<file path="config.mk">
export PLATFORM = sky130hd
export DESIGN_NAME = mul5_rr_arbiter
export DESIGN_NICKNAME = d
export VERILOG_FILES = /design/src/rtl/mul5_rr_arbiter.sv
export SDC_FILE = /design/constraint.sdc
export NUM_CORES = 1
export LEC_CHECK = 0
export CORE_AREA = 3 3 74 76
export DETAILED_ROUTE_END_ITERATION = 10
export DIE_AREA = 0 0 77 79
export GPL_TIMING_DRIVEN = 0
export PLACE_DENSITY_LB_ADDON = 0.05
export SYNTH_ARGS = -nofsm -noshare
export SYNTH_HDL_FRONTEND = slang
export SYNTH_SLANG_ARGS = --single-unit
</file>
<file path="constraint.sdc">
create_clock -name clk -period 2.06 [get_ports clk]
set_clock_uncertainty 0.2 [all_clocks]
set_input_delay 0.206 -clock clk [delete_from_list [all_inputs] [get_ports clk]]
set_output_delay 0.206 -clock clk [all_outputs]
set_load 0.01 [all_outputs]
</file>
<file path="src/rtl/mul5_rr_arbiter.sv">
// Round-robin front end that shares one registered 5x5 signed multiplier among
// N_REQ valid/ready requesters and returns id-tagged products under backpressure.
module mul5_rr_arbiter #(
    parameter int N_REQ = 4,
    parameter int IDW   = 2,
    parameter int CNTW  = 16
) (
    input  logic                 clk,
    input  logic                 rst_n,
    input  logic [N_REQ-1:0]     req_valid,
    input  logic [5*N_REQ-1:0]   req_a,
    input  logic [5*N_REQ-1:0]   req_b,
    output logic [N_REQ-1:0]     req_ready,
    output logic [4:0]           mul_a,
    output logic [4:0]           mul_b,
    output logic                 mul_en,
    input  logic [8:0]           mul_p,
    output logic                 rsp_valid,
    input  logic                 rsp_ready,
    output logic [IDW-1:0]       rsp_id,
    output logic [8:0]           rsp_p,
    output logic                 rsp_ovf,
    output logic [CNTW-1:0]      op_count
);

    logic                    occ;
    logic [IDW-1:0]          rr_ptr;
    logic [IDW-1:0]          gnt;
    logic [IDW-1:0]          nxt_ptr;
    logic                    issue;
    logic [N_REQ-1:0]        hi_mask;
    logic [N_REQ-1:0]        hi_valid;
    logic [N_REQ-1:0][4:0]   ops_a;
    logic [N_REQ-1:0][4:0]   ops_b;

    for (genvar i = 0; i < N_REQ; i++) begin : g_lane
        assign ops_a[i]     = req_a[5*i +: 5];
        assign ops_b[i]     = req_b[5*i +: 5];
        assign hi_mask[i]   = (IDW'(i) >= rr_ptr);
        assign req_ready[i] = issue && (gnt == IDW'(i));
    end

    assign hi_valid = req_valid & hi_mask;

    // Lowest set bit at or above rr_ptr wins; otherwise wrap to the lowest set bit.
    always_comb begin
        gnt = '0;
        for (int i = N_REQ - 1; i >= 0; i--) begin
            if (req_valid[i]) gnt = IDW'(i);
        end
        if (|hi_valid) begin
            for (int i = N_REQ - 1; i >= 0; i--) begin
                if (hi_valid[i]) gnt = IDW'(i);
            end
        end
    end

    // rst_n gates issue so no grant or capture is seen while reset is held.
    assign issue   = rst_n && (!occ || rsp_ready) && (|req_valid);
    assign mul_en  = issue;
    assign mul_a   = issue ? ops_a[gnt] : '0;
    assign mul_b   = issue ? ops_b[gnt] : '0;
    assign nxt_ptr = (gnt == IDW'(N_REQ - 1)) ? '0 : gnt + IDW'(1);

    assign rsp_valid = occ;
    assign rsp_p     = mul_p;

    always_ff @(posedge clk or negedge rst_n) begin
        if (!rst_n) begin
            occ      <= 1'b0;
            rr_ptr   <= '0;
            rsp_id   <= '0;
            rsp_ovf  <= 1'b0;
            op_count <= '0;
        end else if (issue) begin
            occ      <= 1'b1;
            rr_ptr   <= nxt_ptr;
            rsp_id   <= gnt;
            rsp_ovf  <= (mul_a == 5'b10000) && (mul_b == 5'b10000);
            op_count <= op_count + CNTW'(1);
        end else if (rsp_ready) begin
            occ      <= 1'b0;
        end
    end

endmodule

</file>
Word-level counts from Yosys, hierarchy flattened. Index checks and enable logic that the tools add are counted.

Reductions and logical operators: 13. Bitwise gates (word level): 1. Multiplexer cells: 18. Eq/ne operators: 5. Magnitude comparators: 5. $add $sub $neg: 2.

Operator list (number): binary-select mux 5 bit (select 2 bit) (2); two-way mux 2 bit (10); two-way mux 5 bit (4); adder 16 x 1 -> 16 bit, second input constant (1); equality test 5 bit, second input constant (2); OR reduction 4 bit (2); logical AND 1 bit (7); bitwise AND 4 bit (1); equality test 2 bit, second input constant (2); greater-or-equal comparator 1 x 2 -> 1 bit, first input constant (2); greater-or-equal comparator 2 bit, first input constant (2); < comparator 2 x 3 -> 1 bit, second input constant (1); adder 2 x 1 -> 2 bit, second input constant (1); equality test 2 x 1 -> 1 bit, second input constant (1); logical NOT 2 bit (1); two-way mux 1 bit (2); nonzero test 2 bit (1); logical NOT 1 bit (1); logical OR 1 bit (1).

Bits in registers: 22.

Depth between registers and ports, before layout.
Word-level depth: 14. Gate-level depth with buffers: 11. Mapped depth without buffers: 7.

Worst setup path after synthesis. Ideal clock, no wire load.

Path kind: register to output. From: register rr_ptr[1]. To: output port mul_b[3]. Arrival: 1847 ps. Cell stages (with the launch flop): 8. Setup slack: -193 ps. Cell sequence: dfrtp_1 buf_6 mux2i_1 a221oi_4 buf_6 mux2_2 o21ai_0 a21oi_1.

Cells in the longest elaborated chain, start to end: 10. Elaborated cells on any way between the ends: 14. Classes of those cells: order compare (4); mux (8); bitwise (1); reduce/logical (1).

RTL lines: start: declaration (line 27) `logic [IDW-1:0] rr_ptr;`; start signal: assignment (line 77) `rr_ptr <= nxt_ptr;`; greater-or-equal comparator 2 bit (line 39) `assign hi_mask[i] = (IDW'(i) >= rr_ptr);`; bitwise AND 4 bit * (line 43) `assign hi_valid = req_valid & hi_mask;`; two-way mux 2 bit (4 in a row) (line 53) `if (hi_valid[i]) gnt = IDW'(i);`; two-way mux 2 bit * (line 51) `if (|hi_valid) begin`; net gnt[0] (line 28) `logic [IDW-1:0] gnt;`; binary-select mux 5 bit (select 2 bit) * (line 62) `assign mul_b = issue ? ops_b[gnt] : '0;`; two-way mux 5 bit (implied by the code) * (line 62); two-way mux 5 bit * (line 62); end: declaration (line 15) `output logic [4:0] mul_b,`.

Mark *: on every way through the listed nets, which the timed path passes. The rest lies on a longest branch. The select of a mux whose other input is x is not followed.

Worst setup path after layout. Ends and elaborated chain as after synthesis.

==> impl_metrics.env <==
export IMPL_period_minus_slack_ns=2.54
export IMPL_diodes=0
export IMPL_r2r_slack_ns=-0.42
export IMPL_critPathKind="reg2out"
export IMPL_synth_edf_count=0
export IMPL_power_frac_seq=0.243
export IMPL_grt_pass1_wl_um=8310
export IMPL_tritoncts="built"
export IMPL_syn_area_um2=1600
export IMPL_setup_viol=15
export IMPL_cts_buffer_depth=2
export IMPL_grtUsageMet1=0.204
export IMPL_p_comb_frac=0.655
export IMPL_violations="setup timing"
export IMPL_drv_cap=0
export IMPL_hold_path_class="in2reg"
export IMPL_ys_ff_latch=22
export IMPL_synth_top_flop_cell="dfrtp_1"
export IMPL_crit_required_ns=1.65
export IMPL_synthAdderAreaFrac=0.0392
export IMPL_ios=100
export IMPL_final_common_cell="clkdlybuf4s50_1"
export IMPL_fmax_mhz=393
export IMPL_die_x_um=77
export IMPL_grt_use_met2=0.294
export IMPL_critPathCapture="mul_b[3]"
export IMPL_drtAntennaViolNets=0
export IMPL_initial_core_util=0.333
export IMPL_synth_simple_area_share=0.195
export IMPL_met3_usage=0.0385
export IMPL_crit_start="rr_ptr[1]$_DFFE_PN0P_"
export IMPL_synth_area_per_cell_um2=9.38
export IMPL_dieArea_um2=6080
export IMPL_portBuffers=90
export IMPL_hold_viol=0
export IMPL_cp_start_kind="flip-flop"
export IMPL_synthMuxAreaShare=0.156
export IMPL_cts_made_buffers=3
export IMPL_status="finished with violations"
export IMPL_ys_seq_area_frac=0.345
export IMPL_htreeDepth=1
export IMPL_grt_setup_unrepaired="yes"
export IMPL_ys_warn_count=0
export IMPL_clkPwrFrac=0.102
export IMPL_cts_num_sinks=22
export IMPL_fin_tns_setup_ns=-6.28
export IMPL_vias_per_cell=4.68
export IMPL_grt_max_degree=23
export IMPL_gr_total_overflow=0
export IMPL_leakagePower_nw=1.43
export IMPL_top_usage_layer="met2"
export IMPL_r2r_end="rsp_ovf$_DFFE_PN0P_"
export IMPL_area_growth_pct=97.1
export IMPL_pre_cts_slack_ns=-1.55
export IMPL_p_per_area_nw_per_um2=824
export IMPL_path_max_fanout=4
export IMPL_antenna_found_initial=0
export IMPL_dpl_hpwl_um=3630
export IMPL_totalPowerFinal_w=0.00259
export IMPL_async_flop_share=1.00
export IMPL_setup_ws_ns=-0.483
export IMPL_synth_compound_area_share=0.0910
export IMPL_fin_nets=360
export IMPL_synthCells=170
export IMPL_grt_pass1_vias=1795
export IMPL_power_internal_w=0.00168
export IMPL_p_sw_frac=0.351
export IMPL_drive_gt1_frac=0.380
export IMPL_wl_per_cell_um=14.4
export IMPL_ir_drop_v=0.000328
export IMPL_layout_common_cells="70 x clkdlybuf4s50_1, 34 x buf_4, 23 x nand2_1, 20 x dfrtp_1, 19 x buf_6"
export IMPL_syn_nets=231
export IMPL_synth_cell_types=38
export IMPL_synth_xor_area_frac=0.0824
export IMPL_synth_top_family_by_area="simple AND/OR/NAND/NOR gates"
export IMPL_vias=1702
export IMPL_clock_root_buffer="clkbuf_8"
export IMPL_rr_worst_depth=11
export IMPL_clkTransAtPathRegs_ns=0.08
export IMPL_drc=0
export IMPL_reg2reg_from="rr_ptr[1]$_DFFE_PN0P_"
export IMPL_gp_congestion=0.819
export IMPL_critPathArrivalTime_ns=2.14
export IMPL_grt_usage=0.167
export IMPL_rows=25
export IMPL_whs_ns=0.253
export IMPL_drt_total_wl_um=5250
export IMPL_first_iter_violations=43
export IMPL_firstDrtPassIters=4
export IMPL_cp_end_kind="output port"
export IMPL_clock_latency_ns=0.25
export IMPL_fp_dieH_um=79
export IMPL_maxSlewViolCount=0
export IMPL_finalCritPeriodShare=1.23
export IMPL_p_switching_w=0.000908
export IMPL_tightest_slew_ns=1.01
export IMPL_coreArea_um2=4790
export IMPL_relSlewSlack=0.326
-- flip-flops by register name, summed over array words and instances (netlist names) --
signal,flops
rsp_valid,1
rsp_ovf,1
rsp_id,2
op_count,16
rr_ptr,2
-- routing by layer --
metal	vias to the layer above	part of all wire
met5	-	0
met4	0	0.0091
met3	4	0.077
met2	72	0.49
met1	794	0.43
li1	832	-
-- critical path, cell delays in order (launching register included) --
cell,delay (ns)
dfrtp_2,0.45
mux2i_2,0.18
a221oi_4,0.36
buf_6,0.16
buf_6,0.11
mux2_4,0.30
o21ai_2,0.14
a21oi_2,0.04
buf_2,0.14
-- power groups by stage --
stage	sequential [W]	clock, W	combinational [W]
6_report	0.000630	0.000263	0.00170
3_5_place_dp	0.000624	0	0.00114
2_1_floorplan	0.000641	0	0.000632
3_3_place_gp	0.000621	0	0.00112
5_1_grt	0.000645	0.000287	0.00181
4_1_cts	0.000628	0.000268	0.00159
-- per-stage QoR --
stage	cell area, um2	instances	util
after floorplan	1650	170	-
after global placement	2640	327	0.551
after detailed placement	2640	327	0.551
after CTS	3060	361	0.640
after global routing	3140	364	0.657
final	3140	364	0.657
-- worst min-delay path by stage --
stage                                   startpoint                        to  slack (ns)  cells past startpoint
after global routing                         rst_n   op_count[0]$_DFFE_PN0P_        0.26                      4
final                                        rst_n   op_count[0]$_DFFE_PN0P_        0.25                      4
after floorplan                              rst_n   op_count[0]$_DFFE_PN0P_       -0.29                      0
after global placement    op_count[15]$_DFFE_PN0P_  op_count[15]$_DFFE_PN0P_        0.26                      1
after CTS                                    rst_n   op_count[0]$_DFFE_PN0P_        0.26                      4
after detailed placement  op_count[15]$_DFFE_PN0P_  op_count[15]$_DFFE_PN0P_        0.26                      1
-- timing repair --
action,CTS,global route
hold buffers,1,0
setup buffers,31,5
gates resized for setup,126,17
setup endpoints to repair,37,16
gates cloned,2,1
pin swaps,12,10
hold endpoints to repair,22,0
-- final cells by class --
| cell class | count | area [um2] |
|---|---|---|
| fillers | 407 | 1640 |
| repair buffers | 125 | 1200 |
| multi-input cells | 126 | 1070 |
| flip-flops and latches | 22 | 553 |
| plain buffers | 17 | 164 |
| well taps | 67 | 83.8 |
| clock buffers | 3 | 41.3 |
| inverters | 4 | 25.0 |
-- logic make-up after synthesis --
| group | after synthesis |
|---|---|
| xor+xnor | 15 |
| simple gates | 62 |
| mux | 24 |
| fa+ha+maj | 5 |
| buf+inv | 22 |
| compound gates | 20 |
| flops | 22 |
-- synth_stat cells, types with 2 or more instances --
cell type	n	area (um2)
mux2i_1	17	170
buf_4	10	75.1
and2_2	2	15.0
buf_6	3	33.8
and2_1	5	31.3
and3_1	5	31.3
buf_2	2	10.0
clkbuf_1	2	7.51
ha_1	5	62.6
o21ai_0	7	35.0
xor2_1	3	26.3
a21oi_1	3	15.0
nand3_1	4	20.0
dfrtp_1	22	551
nor2_1	11	41.3
xnor2_1	12	105
nand2_1	23	86.3
a211oi_1	3	22.5
nand4_1	4	25.0
mux2_2	7	78.8
inv_1	3	11.3
No activity file was read; power rests on OpenSTA's default activity.
